===== config.mk =====
export PLATFORM = sky130hd
export DESIGN_NAME = coord_mem_arbiter
export DESIGN_NICKNAME = d
export VERILOG_FILES = /design/src/rtl/coord_mem_arbiter.sv
export SDC_FILE = /design/constraint.sdc
export NUM_CORES = 1
export LEC_CHECK = 0
export BUFFER_PORTS_ARGS = -buffer_cell sky130_fd_sc_hd__buf_2
export CORE_ASPECT_RATIO = 0.75
export CORE_MARGIN = 4
export CORE_UTILIZATION = 35
export DETAILED_ROUTE_END_ITERATION = 8
export GPL_TIMING_DRIVEN = 0
export PLACE_DENSITY = 0.67
export SLEW_MARGIN = 30
export SYNTH_ARGS = -nofsm -noshare
export SYNTH_HDL_FRONTEND = slang
export SYNTH_SLANG_ARGS = --single-unit

===== constraint.sdc =====
create_clock -name clk -period 1.5 [get_ports clk]
set_clock_uncertainty 0.15 [all_clocks]
set_input_delay 0.075 -clock clk [delete_from_list [all_inputs] [get_ports clk]]
set_output_delay 0.075 -clock clk [all_outputs]
set_load 0.02 [all_outputs]

===== src/rtl/coord_mem_arbiter.sv =====
// coord_mem_arbiter
//
// Two-port arbiter and sequencer for the shared coordinate memory bus.
// Requester A (coordinate collector) and requester B (pathfinding engine)
// are serialised onto one registered master bus (mem_id/address/data/wren).
// That bus fans out to XMEM, YMEM and Node_ID_Mem. Read data from the
// selected memory is returned on a shared rdata bus, qualified per
// requester by a_rvalid / b_rvalid.
//
// Ports
//   clk, reset          : clock, asynchronous active-high reset
//   a_* / b_*           : request, mem_id (0=X,1=Y,2=NID,3-7 illegal),
//                         addr, wdata, we (1=write)
//   a_gnt, b_gnt        : one-cycle grant pulse (ISSUE cycle)
//   a_rvalid, b_rvalid  : one-cycle read-data-valid pulse
//   rdata               : shared read data, holds until next capture
//   err                 : one-cycle pulse when an illegal mem_id is granted
//   busy                : state is not IDLE
//   *_master            : registered master bus to the memory decoder
//   xmem_q, ymem_q, nid_q : memory read outputs
//
// Configuration macro
//   COORD_ARB_FIXED_PRIO_EN : when defined, A always wins a tie (B can
//                             starve). Default is round-robin on a 'last'
//                             bit that resets to B.

module coord_mem_arbiter #(
    parameter int unsigned ADDR_W = 8,
    parameter int unsigned DATA_W = 8
) (
    input  logic              clk,
    input  logic              reset,

    input  logic              a_req,
    input  logic [2:0]        a_mem_id,
    input  logic [ADDR_W-1:0] a_addr,
    input  logic [DATA_W-1:0] a_wdata,
    input  logic              a_we,

    input  logic              b_req,
    input  logic [2:0]        b_mem_id,
    input  logic [ADDR_W-1:0] b_addr,
    input  logic [DATA_W-1:0] b_wdata,
    input  logic              b_we,

    output logic              a_gnt,
    output logic              b_gnt,
    output logic              a_rvalid,
    output logic              b_rvalid,
    output logic [DATA_W-1:0] rdata,
    output logic              err,
    output logic              busy,

    output logic [2:0]        mem_id_master,
    output logic [ADDR_W-1:0] address_master,
    output logic [DATA_W-1:0] data_master,
    output logic              wren_master,

    input  logic [7:0]        xmem_q,
    input  logic [7:0]        ymem_q,
    input  logic [3:0]        nid_q
);

    typedef enum logic [1:0] {
        S_IDLE,
        S_ISSUE,
        S_READ
    } state_t;

    localparam logic [2:0] ID_XMEM = 3'd0;
    localparam logic [2:0] ID_YMEM = 3'd1;
    localparam logic [2:0] ID_NID  = 3'd2;

    state_t            state_q, state_d;
    logic              owner_q, owner_d;      // 0 = A, 1 = B
    logic              we_q, we_d;
    logic [2:0]        mem_id_q, mem_id_d;
    logic [ADDR_W-1:0] addr_q, addr_d;
    logic [DATA_W-1:0] data_q, data_d;
    logic              wren_q, wren_d;
    logic              a_gnt_q, a_gnt_d;
    logic              b_gnt_q, b_gnt_d;
    logic              a_rvalid_q, a_rvalid_d;
    logic              b_rvalid_q, b_rvalid_d;
    logic [DATA_W-1:0] rdata_q, rdata_d;
    logic              err_q, err_d;

    // Arbitration result for the current IDLE cycle.
    logic              pick_b;
    logic              grant;

    // Winner's fields, muxed ahead of the bus registers.
    logic [2:0]        sel_id;
    logic [ADDR_W-1:0] sel_addr;
    logic [DATA_W-1:0] sel_wdata;
    logic              sel_we;
    logic              sel_legal;

`ifdef COORD_ARB_FIXED_PRIO_EN
    // A takes every tie; no fairness state is kept.
    assign pick_b = b_req & ~a_req;
`else
    logic last_q, last_d;                     // 1 = B was granted last

    always_comb begin
        if (a_req && b_req) begin
            pick_b = ~last_q;
        end else begin
            pick_b = b_req;
        end
    end

    always_comb begin
        last_d = last_q;
        if (grant) begin
            last_d = pick_b;
        end
    end

    always_ff @(posedge clk or posedge reset) begin
        if (reset) begin
            last_q <= 1'b1;
        end else begin
            last_q <= last_d;
        end
    end
`endif

    always_comb begin
        if (pick_b) begin
            sel_id    = b_mem_id;
            sel_addr  = b_addr;
            sel_wdata = b_wdata;
            sel_we    = b_we;
        end else begin
            sel_id    = a_mem_id;
            sel_addr  = a_addr;
            sel_wdata = a_wdata;
            sel_we    = a_we;
        end
        sel_legal = (sel_id <= ID_NID);
    end

    // Next-state and registered-output logic.
    always_comb begin
        state_d    = state_q;
        owner_d    = owner_q;
        we_d       = we_q;
        mem_id_d   = mem_id_q;
        addr_d     = addr_q;
        data_d     = data_q;
        rdata_d    = rdata_q;
        wren_d     = 1'b0;
        a_gnt_d    = 1'b0;
        b_gnt_d    = 1'b0;
        a_rvalid_d = 1'b0;
        b_rvalid_d = 1'b0;
        err_d      = 1'b0;
        grant      = 1'b0;

        case (state_q)
            S_IDLE: begin
                if (a_req || b_req) begin
                    grant    = 1'b1;
                    owner_d  = pick_b;
                    we_d     = sel_we;
                    mem_id_d = sel_id;
                    addr_d   = sel_addr;
                    data_d   = sel_wdata;
                    // An illegal target is still granted but never written.
                    wren_d   = sel_we & sel_legal;
                    err_d    = ~sel_legal;
                    a_gnt_d  = ~pick_b;
                    b_gnt_d  = pick_b;
                    state_d  = S_ISSUE;
                end
            end

            S_ISSUE: begin
                state_d = we_q ? S_IDLE : S_READ;
            end

            S_READ: begin
                case (mem_id_q)
                    ID_XMEM: rdata_d = DATA_W'(xmem_q);
                    ID_YMEM: rdata_d = DATA_W'(ymem_q);
                    ID_NID:  rdata_d = DATA_W'(nid_q);
                    default: rdata_d = '0;
                endcase
                a_rvalid_d = ~owner_q;
                b_rvalid_d = owner_q;
                state_d    = S_IDLE;
            end

            default: begin
                state_d = S_IDLE;
            end
        endcase
    end

    always_ff @(posedge clk or posedge reset) begin
        if (reset) begin
            state_q <= S_IDLE;
        end else begin
            state_q <= state_d;
        end
    end

    always_ff @(posedge clk or posedge reset) begin
        if (reset) begin
            owner_q    <= 1'b0;
            we_q       <= 1'b0;
            mem_id_q   <= '0;
            addr_q     <= '0;
            data_q     <= '0;
            wren_q     <= 1'b0;
            a_gnt_q    <= 1'b0;
            b_gnt_q    <= 1'b0;
            a_rvalid_q <= 1'b0;
            b_rvalid_q <= 1'b0;
            rdata_q    <= '0;
            err_q      <= 1'b0;
        end else begin
            owner_q    <= owner_d;
            we_q       <= we_d;
            mem_id_q   <= mem_id_d;
            addr_q     <= addr_d;
            data_q     <= data_d;
            wren_q     <= wren_d;
            a_gnt_q    <= a_gnt_d;
            b_gnt_q    <= b_gnt_d;
            a_rvalid_q <= a_rvalid_d;
            b_rvalid_q <= b_rvalid_d;
            rdata_q    <= rdata_d;
            err_q      <= err_d;
        end
    end

    assign a_gnt          = a_gnt_q;
    assign b_gnt          = b_gnt_q;
    assign a_rvalid       = a_rvalid_q;
    assign b_rvalid       = b_rvalid_q;
    assign rdata          = rdata_q;
    assign err            = err_q;
    assign busy           = (state_q != S_IDLE);
    assign mem_id_master  = mem_id_q;
    assign address_master = addr_q;
    assign data_master    = data_q;
    assign wren_master    = wren_q;

endmodule


Word-level counts from Yosys, hierarchy flattened --
Cells that the tools add are included. W data, S select, Z words.
Word-level totals: register bits after elaboration 38, output and inout bits 34, logic and storage cells 52, bits of input ports 64
Operators by class: bitwise logic cells 5, reduce and logical (&&, ||, !) cells 6, muxes and demuxes 21, equal/unequal tests 5, magnitude comparators 1
Operators with widths (count):
- $pmux W8 S3 | 1
- $mux W8 | 2
- $mux W1 | 14
- $mux W2 | 2
- $not A1 Y1 | 4
- $pmux W2 S2 | 1
- $eq A3 B1 Y1 const B | 1
- $eq A3 B2 Y1 const B | 1
- $le A3 B2 Y1 const B | 1
- $logic_not A3 Y1 | 1
- $mux W3 | 1
- $eq A2 B1 Y1 const B | 1
- $eq A2 B2 Y1 const B | 1
- $logic_not A2 Y1 | 1
- $ne A2 B2 Y1 const B | 1
- $reduce_and A2 Y1 | 1
- $reduce_bool A2 Y1 | 1
- $and A1 B1 Y1 | 1
- $logic_and A1 B1 Y1 | 1
- $logic_or A1 B1 Y1 | 1

Depth between registers and ports, before layout --
Gate-level depths: netlist of run 1.
word-level depth 7, depth in mapped cells 5, mapped depth without buffers 4

Least setup slack after synthesis of run 1 --
Ideal clock, no wire load.
path kind reg-to-reg, start point register last_q, end point register addr_q[0] (netlist: address_master[0]), slack -89 ps, setup time 125 ps, required time 1225 ps, period minus slack after synthesis 1589 ps, cell stages (with the launch flop) 5, path buffers 1, arrival time 1315 ps, path through dfstp_2 > a21boi_4 > buf_6 > mux2_4 > mux2_2
On the way: longest elaborated chain between the ends 3
Ends and longest elaborated chain:
- from (decl) | RTL line 103 | logic last_q, last_d;
- from (signal assigned) | RTL line 124 | last_q <= last_d;
- $not A1 Y1 | RTL line 107 | pick_b = ~last_q;
- $mux W1 | RTL line 106 | if (a_req && b_req) begin
- $mux W8 | RTL line 130 | if (pick_b) begin
- to (signal assigned) | RTL line 227 | addr_q <= addr_d;
- to (decl) | RTL line 78 | logic [ADDR_W-1:0] addr_q, addr_d;
Every way passes these cells. A chain may end at the register's enable or synchronous reset.

Worst setup path in the final report of run 1 --
start point register last_q, end point register data_q[4] (netlist: data_master[4])
On the way: longest elaborated chain between the ends 3
Ends and longest elaborated chain:
- $not A1 Y1 | RTL line 107
- $mux W1 | RTL line 106
- $mux W8 | RTL line 130
- to (signal assigned) | RTL line 228 | data_q <= data_d;
- to (decl) | RTL line 79 | logic [DATA_W-1:0] data_q, data_d;
Every way passes these cells.

==> flow_summary.yaml, run 1 <==
setup_path:
  cp-endpoint: "data_master[4]"
  crit_fanout: 10
  slowest_delay_ns: 0.39
  cp-startpoint: "last_q"
  path_class: "reg -> reg"
  reg2reg_depth: 4
  worst_ep_required_time_ns: 1.52
  cp_data_arrival_time_ns: 1.65
  path_cells: "a21boi_4 > buf_12 > mux2_4 > mux2_4"
  timing.reg2reg.setup_slack_ns: -0.13
  end_kind: "flop"
  rr_startpoint: "last_q"
  worstReg2RegEnd: "data_master[4]"
  worstSetupStartpointType: "flop"
  critPathSlowestCell: "dfstp_2"
  crit_top_cell: "mux2_4"
detailed_routing:
  vias: 1685
  routed.top_layer: "met4"
  wl_met1_um: 2332
  drtIter0Drc: 30
  wl_met2_um: 3009
  wl_um: 5638
  wire_per_inst_um: 15.20
  route.detailed.drc: 0
  route.met3.wl_um: 226
  postRouteAntennaNets: 0
  vias_per_cell: 4.542
  drt_pre_antenna_iters: 4
status:
  violations: "negative setup slack"
  status: "complete, but fails checks"
final_layout:
  area_delta_synth_final_pct: 72.15
  n_antenna_cell: 0
  stdcell_area_um2: 3179
  fin_util: 0.6346
  final_nets: 362
  fillers: 400
  drive_gt1_frac: 0.5351
timing:
  finalCritPeriodShare: 1.084
  whs_ns: 0.01089
  slew_violations: 0
  setup_ws_ns: -0.1266
  fmax_mhz: 614.8
  finalHoldViolCount: 0
  rsz0062_at_grt: "true"
  setup_viol: 19
  min_period_ns: 1.627
  tightestPinTransition_ns: 0.4376
  slew_headroom: 0.7083
floorplan:
  start_util: 0.3686
  die_area_um2: 6514
  core_area_um2: 5010
  die_x_um: 91.88
  ios: 98
  die_y_um: 70.91
  fp-row-count: 22
yosys:
  yosysTopAreaCellShare: 0.5014
  syn_nets: 201
  synthTopCellsByCount: "dfrtp_1, mux2_2, mux2_4"
  synth_top_cell_by_area: "dfrtp_1"
  synth_seq_area_share: 0.5156
  avgSynthCellArea_um2: 13.48
  synth-edff-count: 0
  synth_area_um2: 1847
  synth_cell_types: 32
  synthCells: 137
  async_flop_share: 1.000
  synth_top_flop_cell: "dfrtp_1"
  synth_most_common_cell: "dfrtp_1"
  synth-seq-cells: 38
  synth.area.top_cells: "dfrtp_1, mux2_2, mux2_4"
  ys_warn_count: 0
pwr:
  switching_share: 0.3882
  pwr-share-comb: 0.531
  p_per_area_nw_per_um2: 1686
  p_switching_mw: 2.081
  leakagePower_nw: 1.632
  pwr-share-clk: 0.135
  p_seq_frac: 0.334
  ir_drop_v: 0.0009689
  p_int_mw: 3.280
place:
  dp_hpwl_um: 3515
  place_area_um2: 2477
  place.gp.congestion: 0.7030
  placement.io_buffers: 97
cts:
  cts_buffers: 5
  path_clk_slew_ns: 0.08
  clock-sinks: 38
  insertion_delay_ns: 0.28
  cts.path.max_buffers: 2
  cts-root-buf: "clkbuf_8"
  htree_levels: 2
  cts_tree: "done"
grt:
  first_global_vias: 1906
  grt_usage: 0.1799
  grt_pass1_wl_um: 9321
  grt_max_degree: 27
  gr-total-overflow: 0
  antenna_found_initial: 0
job:
  cap_violations: 0
min_path:
  min_path_type: "in -> reg"
==> worst min path at each step <==
stage	startpoint	end	slack (ns)	depth (start not counted)
6_report	a_wdata[2]	data_master[2]	0.01	3
5_1_grt	a_wdata[2]	data_master[2]	0.01	3
4_1_cts	b_addr[4]	address_master[4]	0.003	3
3_5_place_dp	reset	data_master[6]	-0.11	2
3_3_place_gp	b_we	we_q	0.19	3
2_1_floorplan	b_req	last_q	0.07	2
==> power groups by stage <==
| stage | combinational (mW) | sequential [mW] | clock, mW |
|---|---|---|---|
| after detailed placement | 2.57 | 1.75 | 0 |
| after global placement | 2.53 | 1.75 | 0 |
| final | 2.84 | 1.79 | 0.726 |
| after floorplan | 1.33 | 2.21 | 0 |
| after CTS | 2.87 | 1.74 | 0.751 |
| after global routing | 3.03 | 1.84 | 0.802 |
==> layout make-up <==
cell class | count | area [um^2] | share of cell area
flip-flops and latches | 38 | 952.2 | 0.2995
plain buffers | 6 | 66.31 | 0.02086
clock buffers | 7 | 86.33 | 0.02715
repair buffers | 155 | 1066 | 0.3353
multi-input cells | 87 | 894.6 | 0.2814
inverters | 5 | 18.77 | 0.005903
clock inverters | 1 | 5.005 | 0.001574
well taps | 72 | 90.09 | 0.02834
==> state kept, by name (all words and copies together) (netlist names), 2 cells and up <==
name            cells
address_master      8
data_master         8
rdata               8
mem_id_master       3
state_q             2
==> kinds of logic after synthesis <==
logic type,count (synthesis),synth area share
buf+inv,12,0.03725
flops,38,0.5156
compound gates,20,0.08537
mux,46,0.3056
simple gates,21,0.05624
==> layer usage <==
metal  vias up  GRT usage
li1        812          -
met1       817     0.2137
met2        49     0.3350
met4         0    0.04283
met3         7    0.03613
met5         -          0
==> critical path, delay by kind of cell (launching register included) <==
family / cells / cell delay (ns)
buffers and inverters: 1 / 0.19
multiplexers: 2 / 0.57
AO/OA/AOI/OAI: 1 / 0.22
flip-flops: 1 / 0.39
==> stage by stage <==
| stage | power, mW | setup WS (ns) | setup TNS (ns) | std cells |
|---|---|---|---|---|
| 2_1_floorplan | 3.542 | -0.08927 | -1.198 | 137 |
| 3_3_place_gp | 4.273 | -0.1858 | -8.073 | 306 |
| 3_5_place_dp | 4.328 | -0.2093 | -3.304 | 307 |
| 4_1_cts | 5.361 | -0.1400 | -2.248 | 371 |
| 5_1_grt | 5.681 | -0.1673 | -2.969 | 371 |
| 6_report | 5.361 | -0.1266 | -2.144 | 371 |
==> cell usage in the layout, fill, tap and decap left out, types with 2 or more instances in the layout <==
master	instances
a22o_1	4
buf_12	2
buf_2	98
buf_4	4
buf_6	2
clkbuf_1	2
clkbuf_8	6
dfrtp_1	37
dlygate4sd3_1	53
inv_1	3
inv_2	2
mux2_2	9
mux2_4	29
mux2i_1	8
nand2_1	7
nand2b_1	2
nor2_1	4
o21ai_0	4
o2bb2ai_1	5
==> timing repair <==
| item | CTS | global route |
|---|---|---|
| pin swaps | 3 | 1 |
| hold buffers | 52 | 1 |
| hold endpoints to repair | 64 | 1 |
| setup endpoints to repair | 20 | 28 |
| buffers inserted | 4 | 0 |
| gates resized for setup | 10 | 4 |
No activity file was read; power rests on OpenSTA's default activity.
==> run 2, diff against run 1 <==
--- a/config.mk
+++ b/config.mk
@@ -11,7 +11,7 @@
 export CORE_UTILIZATION = 35
 export DETAILED_ROUTE_END_ITERATION = 8
 export GPL_TIMING_DRIVEN = 0
-export PLACE_DENSITY = 0.67
+export PLACE_DENSITY = 0.65
 export SLEW_MARGIN = 30
 export SYNTH_ARGS = -nofsm -noshare
 export SYNTH_HDL_FRONTEND = slang
==> constraint.sdc (replaced) <==
create_clock -name clk -period 1.7 [get_ports clk]
set_clock_uncertainty 0.15 [all_clocks]
set_input_delay 0.085 -clock clk [delete_from_list [all_inputs] [get_ports clk]]
set_output_delay 0.085 -clock clk [all_outputs]
set_load 0.02 [all_outputs]
==> run 2 against run 1 <==
Net effect:
- the run ends with negative hold slack left
- via count is 6.9% lower
- core utilization fell by 7.2 points
- sequential power decreased by 15%
- highest routed layer unchanged
- maximum frequency shrank 1.4%
- sequential cell count stayed put
- register-to-register slack better by 0.18 ns
- non-clock buffer count is 27 lower
- clock-buffer cell count fell by 1
- combinational power shrank 20%
- largest power group unchanged
==> flow_summary.yaml, run 2 (synthesized netlist as in run 1, its figures left out) <==
cts:
  insertion_delay_ns: 0.29
  cts_buffers: 5
  path_clk_slew_ns: 0.08
  htree_levels: 2
  cts-root-buf: "clkbuf_8"
  cts_tree: "done"
  cts.path.max_buffers: 2
  clock-sinks: 38
place:
  place_ws_ns: -0.06396
  dp_hpwl_um: 3501
  place.gp.congestion: 0.7041
  place_area_um2: 2442
  placed_cells: 307
  placement.io_buffers: 97
final_layout:
  final_common_cell: "buf_2"
  fin_util: 0.5629
  fin_cells: 344
  seqCellArea_um2: 952.2
  final_nets: 335
  stdcell_area_um2: 2820
  area_delta_synth_final_pct: 52.71
  n_antenna_cell: 0
  layout.cells.most_common_list: "buf_2, dfrtp_1, dlygate4sd3_1"
  fillers: 429
  drive_gt1_frac: 0.5772
  multi_input_area_um2: 834.6
timing:
  tightestPinTransition_ns: 0.4623
  finalSetupTns_ns: 0
  fmax_mhz: 606.0
  slew_violations: 0
  slew_headroom: 0.6918
  finalHoldViolCount: 1
  whs_ns: -0.02815
  setup_viol: 0
  rsz0062_at_grt: "true"
  setup_ws_ns: 0.04983
  finalCritPeriodShare: 0.9707
  min_period_ns: 1.650
grt:
  antenna_found_initial: 0
  gr-total-overflow: 0
  grt_max_degree: 27
  grt_pass1_wl_um: 7872
  first_global_vias: 1669
  grt_usage: 0.1517
pwr:
  p_per_area_nw_per_um2: 1550
  ir_drop_v: 0.0009385
  leakagePower_nw: 1.449
  p_total_mw: 4.372
status:
  violations: "negative hold slack"
  status: "complete, but fails checks"
detailed_routing:
  vias_per_cell: 4.558
  route.detailed.drc: 0
  drt_pre_antenna_iters: 6
  vias: 1568
  postRouteAntennaNets: 0
  wire_per_inst_um: 13.91
  drtIter0Drc: 39
  wl_um: 4786
min_path:
  hold_path_end: "wren_master"
  hp-start: "b_mem_id[1]"
  min_path_cells: 4
  min_path_type: "in -> reg"
setup_path:
  worst_ep_required_time_ns: 1.72
  worstSetupStartpointType: "flop"
  slowest_delay_ns: 0.39
  critPathSlowestCell: "dfstp_2"
  reg2reg_depth: 4
  worstReg2RegEnd: "data_master[2]"
  crit_fanout: 10
  timing.reg2reg.setup_slack_ns: 0.05
  cp_data_arrival_time_ns: 1.67
  path_class: "reg -> reg"
  end_kind: "flop"
  path_cells: "a21boi_4 > buf_8 > mux2_4 > mux2_2"
  rr_startpoint: "last_q"
floorplan:
  die_x_um: 91.88
  die_y_um: 70.91
  ios: 98
  die_area_um2: 6514
  start_util: 0.3686
  core_area_um2: 5010
  fp-row-count: 22
job:
  cap_violations: 0
[run 2: cell types whose count changed in the layout (fill, tap and decap cells not counted), sizes merged]
cell	previous run	this run
dlygate4sd3	53	26
buf	107	106
clkinv	1	2
[run 2: cell type report]
| cell class | instances | area share |
|---|---|---|
| clock buffer | 6 | 0.02573 |
| clock inverter | 2 | 0.003549 |
| inverter | 5 | 0.006655 |
| sequential | 38 | 0.3376 |
| multi-input combinational | 87 | 0.2959 |
| buffer | 7 | 0.01908 |
| timing repair buffer | 127 | 0.2795 |
| tap | 72 | 0.03194 |
[run 2: what timing repair did]
| item | in CTS | in global routing |
|---|---|---|
| hold buffers | 24 | 3 |
| pin swaps | 1 | 1 |
| gates resized for setup | 1 | 2 |
| setup endpoints to repair | 17 | 18 |
| endpoints found under the hold margin | 50 | 3 |
| buffers inserted | 2 | 1 |
[run 2: critical path: cells and delay by family, from the launching register on]
family	cells	cell delay, ns
muxes	2	0.57
DFF	1	0.39
AOI/OAI and AO/OA	1	0.23
buffers and inverters	1	0.19
[run 2: worst max path at each step]
stage               start                end  depth (start not counted)
2_1_floorplan      last_q  address_master[0]                          4
3_3_place_gp   state_q[0]  address_master[1]                          5
3_5_place_dp   state_q[0]     data_master[2]                          5
4_1_cts        state_q[0]     data_master[1]                          5
5_1_grt        state_q[1]  address_master[2]                          5
6_report           last_q     data_master[2]                          4
[run 2: report_power, final]
part | internal (mW) | total [mW] | switching, mW
registers | 1.31 | 1.52 | 0.211
logic | 1.06 | 2.26 | 1.20
clock network | 0.284 | 0.587 | 0.303
total | 2.66 | 4.37 | 1.71
[run 2: metal layers]
layer / up-vias / GRT usage / wire (um)
li1: 757 / - / -
met2: 51 / 0.2638 / 2413
met5: - / 0 / 0
met4: 0 / 0.03954 / 38
met3: 6 / 0.04463 / 272
met1: 754 / 0.1854 / 2061
==> run 3, diff against run 2 <==
--- a/config.mk
+++ b/config.mk
@@ -5,6 +5,7 @@
 export SDC_FILE = /design/constraint.sdc
 export NUM_CORES = 1
 export LEC_CHECK = 0
+export ABC_AREA = 1
 export BUFFER_PORTS_ARGS = -buffer_cell sky130_fd_sc_hd__buf_2
 export CORE_ASPECT_RATIO = 0.75
 export CORE_MARGIN = 4
==> constraint.sdc (replaced) <==
create_clock -name clk -period 1.6 [get_ports clk]
set_clock_uncertainty 0.15 [all_clocks]
set_input_delay 0.08 -clock clk [delete_from_list [all_inputs] [get_ports clk]]
set_output_delay 0.08 -clock clk [all_outputs]
set_load 0.02 [all_outputs]
==> run 3 against run 2 <==
Net effect:
- the flow now finishes without violations
- clock power grew 68%
- design area up 8.9%
- synthesized cell count rose by 55%
- combinational power is 13% higher
- sequential cell count stayed put
- sequential share of layout area down 2.8 points
- sequential power grew 12%
- core utilization rose by 6.0 points
- final cell count up 26%
- wire length grew 23%
- total power rose by 20%
- largest power group unchanged
==> flow_summary.yaml, run 3 <==
detailed_routing:
  drt_pre_antenna_iters: 4
  vias_per_cell: 4.629
  postRouteAntennaNets: 0
  route.detailed.drc: 0
  drtIter0Drc: 103
  wl_um: 5886
  wire_per_inst_um: 13.56
  vias: 2009
yosys:
  ys_warn_count: 0
  synthCells: 213
  synth_area_um2: 1787
  yosys.area_share.simple: 0.2780
  synth_seq_area_share: 0.5329
  synth_xor_area_frac: 0
  synth-seq-cells: 38
  synth_cell_types: 22
  synth_top_flop_cell: "dfrtp_1"
  synth_top_family_by_area: "simple AND/OR/NAND/NOR gates"
  synth_top_cell_by_area: "dfrtp_1"
  synth.area.top_cells: "dfrtp_1, nand2_1, o21ai_0"
  synth-compound-area-share: 0.1246
  avgSynthCellArea_um2: 8.388
  synthTopCellsByCount: "nand2_1, dfrtp_1, nor2_1"
  synth-edff-count: 0
  syn_nets: 277
  synth_most_common_cell: "nand2_1"
  async_flop_share: 1.000
  yosysTopAreaCellShare: 0.5182
  synth.area.mux_share: 0
  synthAdderAreaFrac: 0
final_layout:
  fin_cells: 434
  final_nets: 437
  area_delta_synth_final_pct: 71.92
  drive_gt1_frac: 0.3449
  final_common_cell: "buf_2"
  fillers: 424
  n_antenna_cell: 0
  layout.cells.most_common_list: "buf_2, nand2_1, dlygate4sd3_1"
cts:
  cts-root-buf: "clkbuf_8"
  cts_tree: "done"
  htree_levels: 2
  path_clk_slew_ns: 0.08
  clock-sinks: 38
  cts.path.max_buffers: 2
  insertion_delay_ns: 0.29
  cts_buffers: 5
setup_path:
  worstSetupStartpointType: "flop"
  end_kind: "flop"
  reg2reg_depth: 6
  path_cells: "nand2_2 > nand2_4 > inv_2 > buf_2 > o21ai_0 > o21ai_1"
  crit_fanout: 10
  slowest_delay_ns: 0.55
  worst_ep_required_time_ns: 1.63
  path_class: "reg -> reg"
  crit_buf_inv: 2
  rr_startpoint: "last_q"
  cp_data_arrival_time_ns: 1.55
  cp_top_family: "flip-flops"
  worstReg2RegEnd: "data_master[4]"
  cp-startpoint: "last_q"
  timing.reg2reg.setup_slack_ns: 0.09
  critPathSlowestCell: "dfstp_2"
timing:
  min_period_ns: 1.512
  tightestPinTransition_ns: 0.4691
  fmax_mhz: 661.4
  slew_headroom: 0.6861
  setup_viol: 0
  finalHoldViolCount: 0
  finalSetupTns_ns: 0
  slew_violations: 0
  finalCritPeriodShare: 0.9449
  setup_ws_ns: 0.08816
grt:
  antenna_found_initial: 0
  first_global_vias: 2082
  grt_pass1_wl_um: 9660
  grt_max_degree: 21
  gr-total-overflow: 0
  grt_usage: 0.1919
pwr:
  ir_drop_v: 0.0007815
  leakagePower_nw: 1.614
  p_total_mw: 5.246
  p_per_area_nw_per_um2: 1708
floorplan:
  die_x_um: 90.50
  die_y_um: 69.88
  die_area_um2: 6324
  start_util: 0.3626
  ios: 98
  fp-row-count: 22
  core_area_um2: 4927
job:
  cap_violations: 0
place:
  place.gp.congestion: 0.8432
  place_ws_ns: 0.02248
  placement.io_buffers: 97
  placed_cells: 371
  dp_hpwl_um: 3760
min_path:
  hold_path_end: "rdata[1]"
  hp-start: "ymem_q[1]"
  min_path_cells: 5
  min_path_type: "in -> reg"
status:
  status: "completed"
run 3: cell count changes in the layout (fill, tap and decap cells not counted), moves of 8 or more:
| cell | delta |
|---|---|
| o21ai_0 | +8 |
| dlygate4sd3_1 | +29 |
| mux2_4 | -15 |
| mux2i_1 | -8 |
| nand2_1 | +61 |
| nor2_1 | +17 |
| nand3_1 | +13 |
| mux2_2 | -23 |
| o21ai_1 | +22 |
run 3: how the worst max path moves through the flow:
stage                     slack [ns]           endpoint  depth (start not counted)
after floorplan                 0.19  address_master[5]                          7
after global routing          -0.002  address_master[5]                          7
after global placement         -0.05           rdata[2]                          2
after detailed placement        0.02           rdata[1]                          5
after CTS                      0.003           rdata[2]                          5
final                           0.09     data_master[4]                          6
run 3: area by class of cell:
cell class,instances,area (um^2),share of cell area
Clock inverter,3,68.82,0.02240
Sequential cell,38,952.2,0.3100
Multi-Input combinational cell,155,724.4,0.2358
Clock buffer,5,68.82,0.02240
Buffer,7,66.31,0.02159
Timing Repair Buffer,153,1064,0.3462
Inverter,13,52.55,0.01711
Tap cell,60,75.07,0.02444
run 3: power by group:
group | internal (mW) | total (mW) | switching [mW]
registers | 1.42 | 1.71 | 0.292
logic | 0.941 | 2.55 | 1.61
clock network | 0.625 | 0.987 | 0.362
total | 2.98 | 5.25 | 2.26
run 3: timing repair:
action,CTS,global route
gates resized for setup,0,7
setup buffers,0,0
endpoints found under the setup margin,0,15
hold buffers,55,0
hold endpoints to repair,66,0
run 3: tightest hold or removal path, cell delays in order:
cell     delay [ns]
buf_2          0.08
nand4_1        0.08
nand3_1        0.07
nand2_1        0.05
nand2_1        0.05
run 3: stage by stage:
step | hold WS [ns] | area [um^2] | util
after floorplan | 0.08210 | 1787 | -
after global placement | 0.1903 | 2347 | 0.4764
after detailed placement | -0.02826 | 2375 | 0.4820
after CTS | 0.002122 | 3063 | 0.6216
after global routing | 0.02635 | 3072 | 0.6234
final | 0.009431 | 3072 | 0.6234
run 3: cell families (layout without fill, tap and decap cells):
logic type      Yosys count  after routing
flops                    38             38
compound gates           39             39
buf+inv                  20            181
simple gates            116            116
run 3: routing by layer:
metal | global-route usage | share of wire
met1 | 0.2361 | 0.45
met2 | 0.3254 | 0.49
met3 | 0.04198 | 0.045
met4 | 0.08149 | 0.017
met5 | 0 | 0
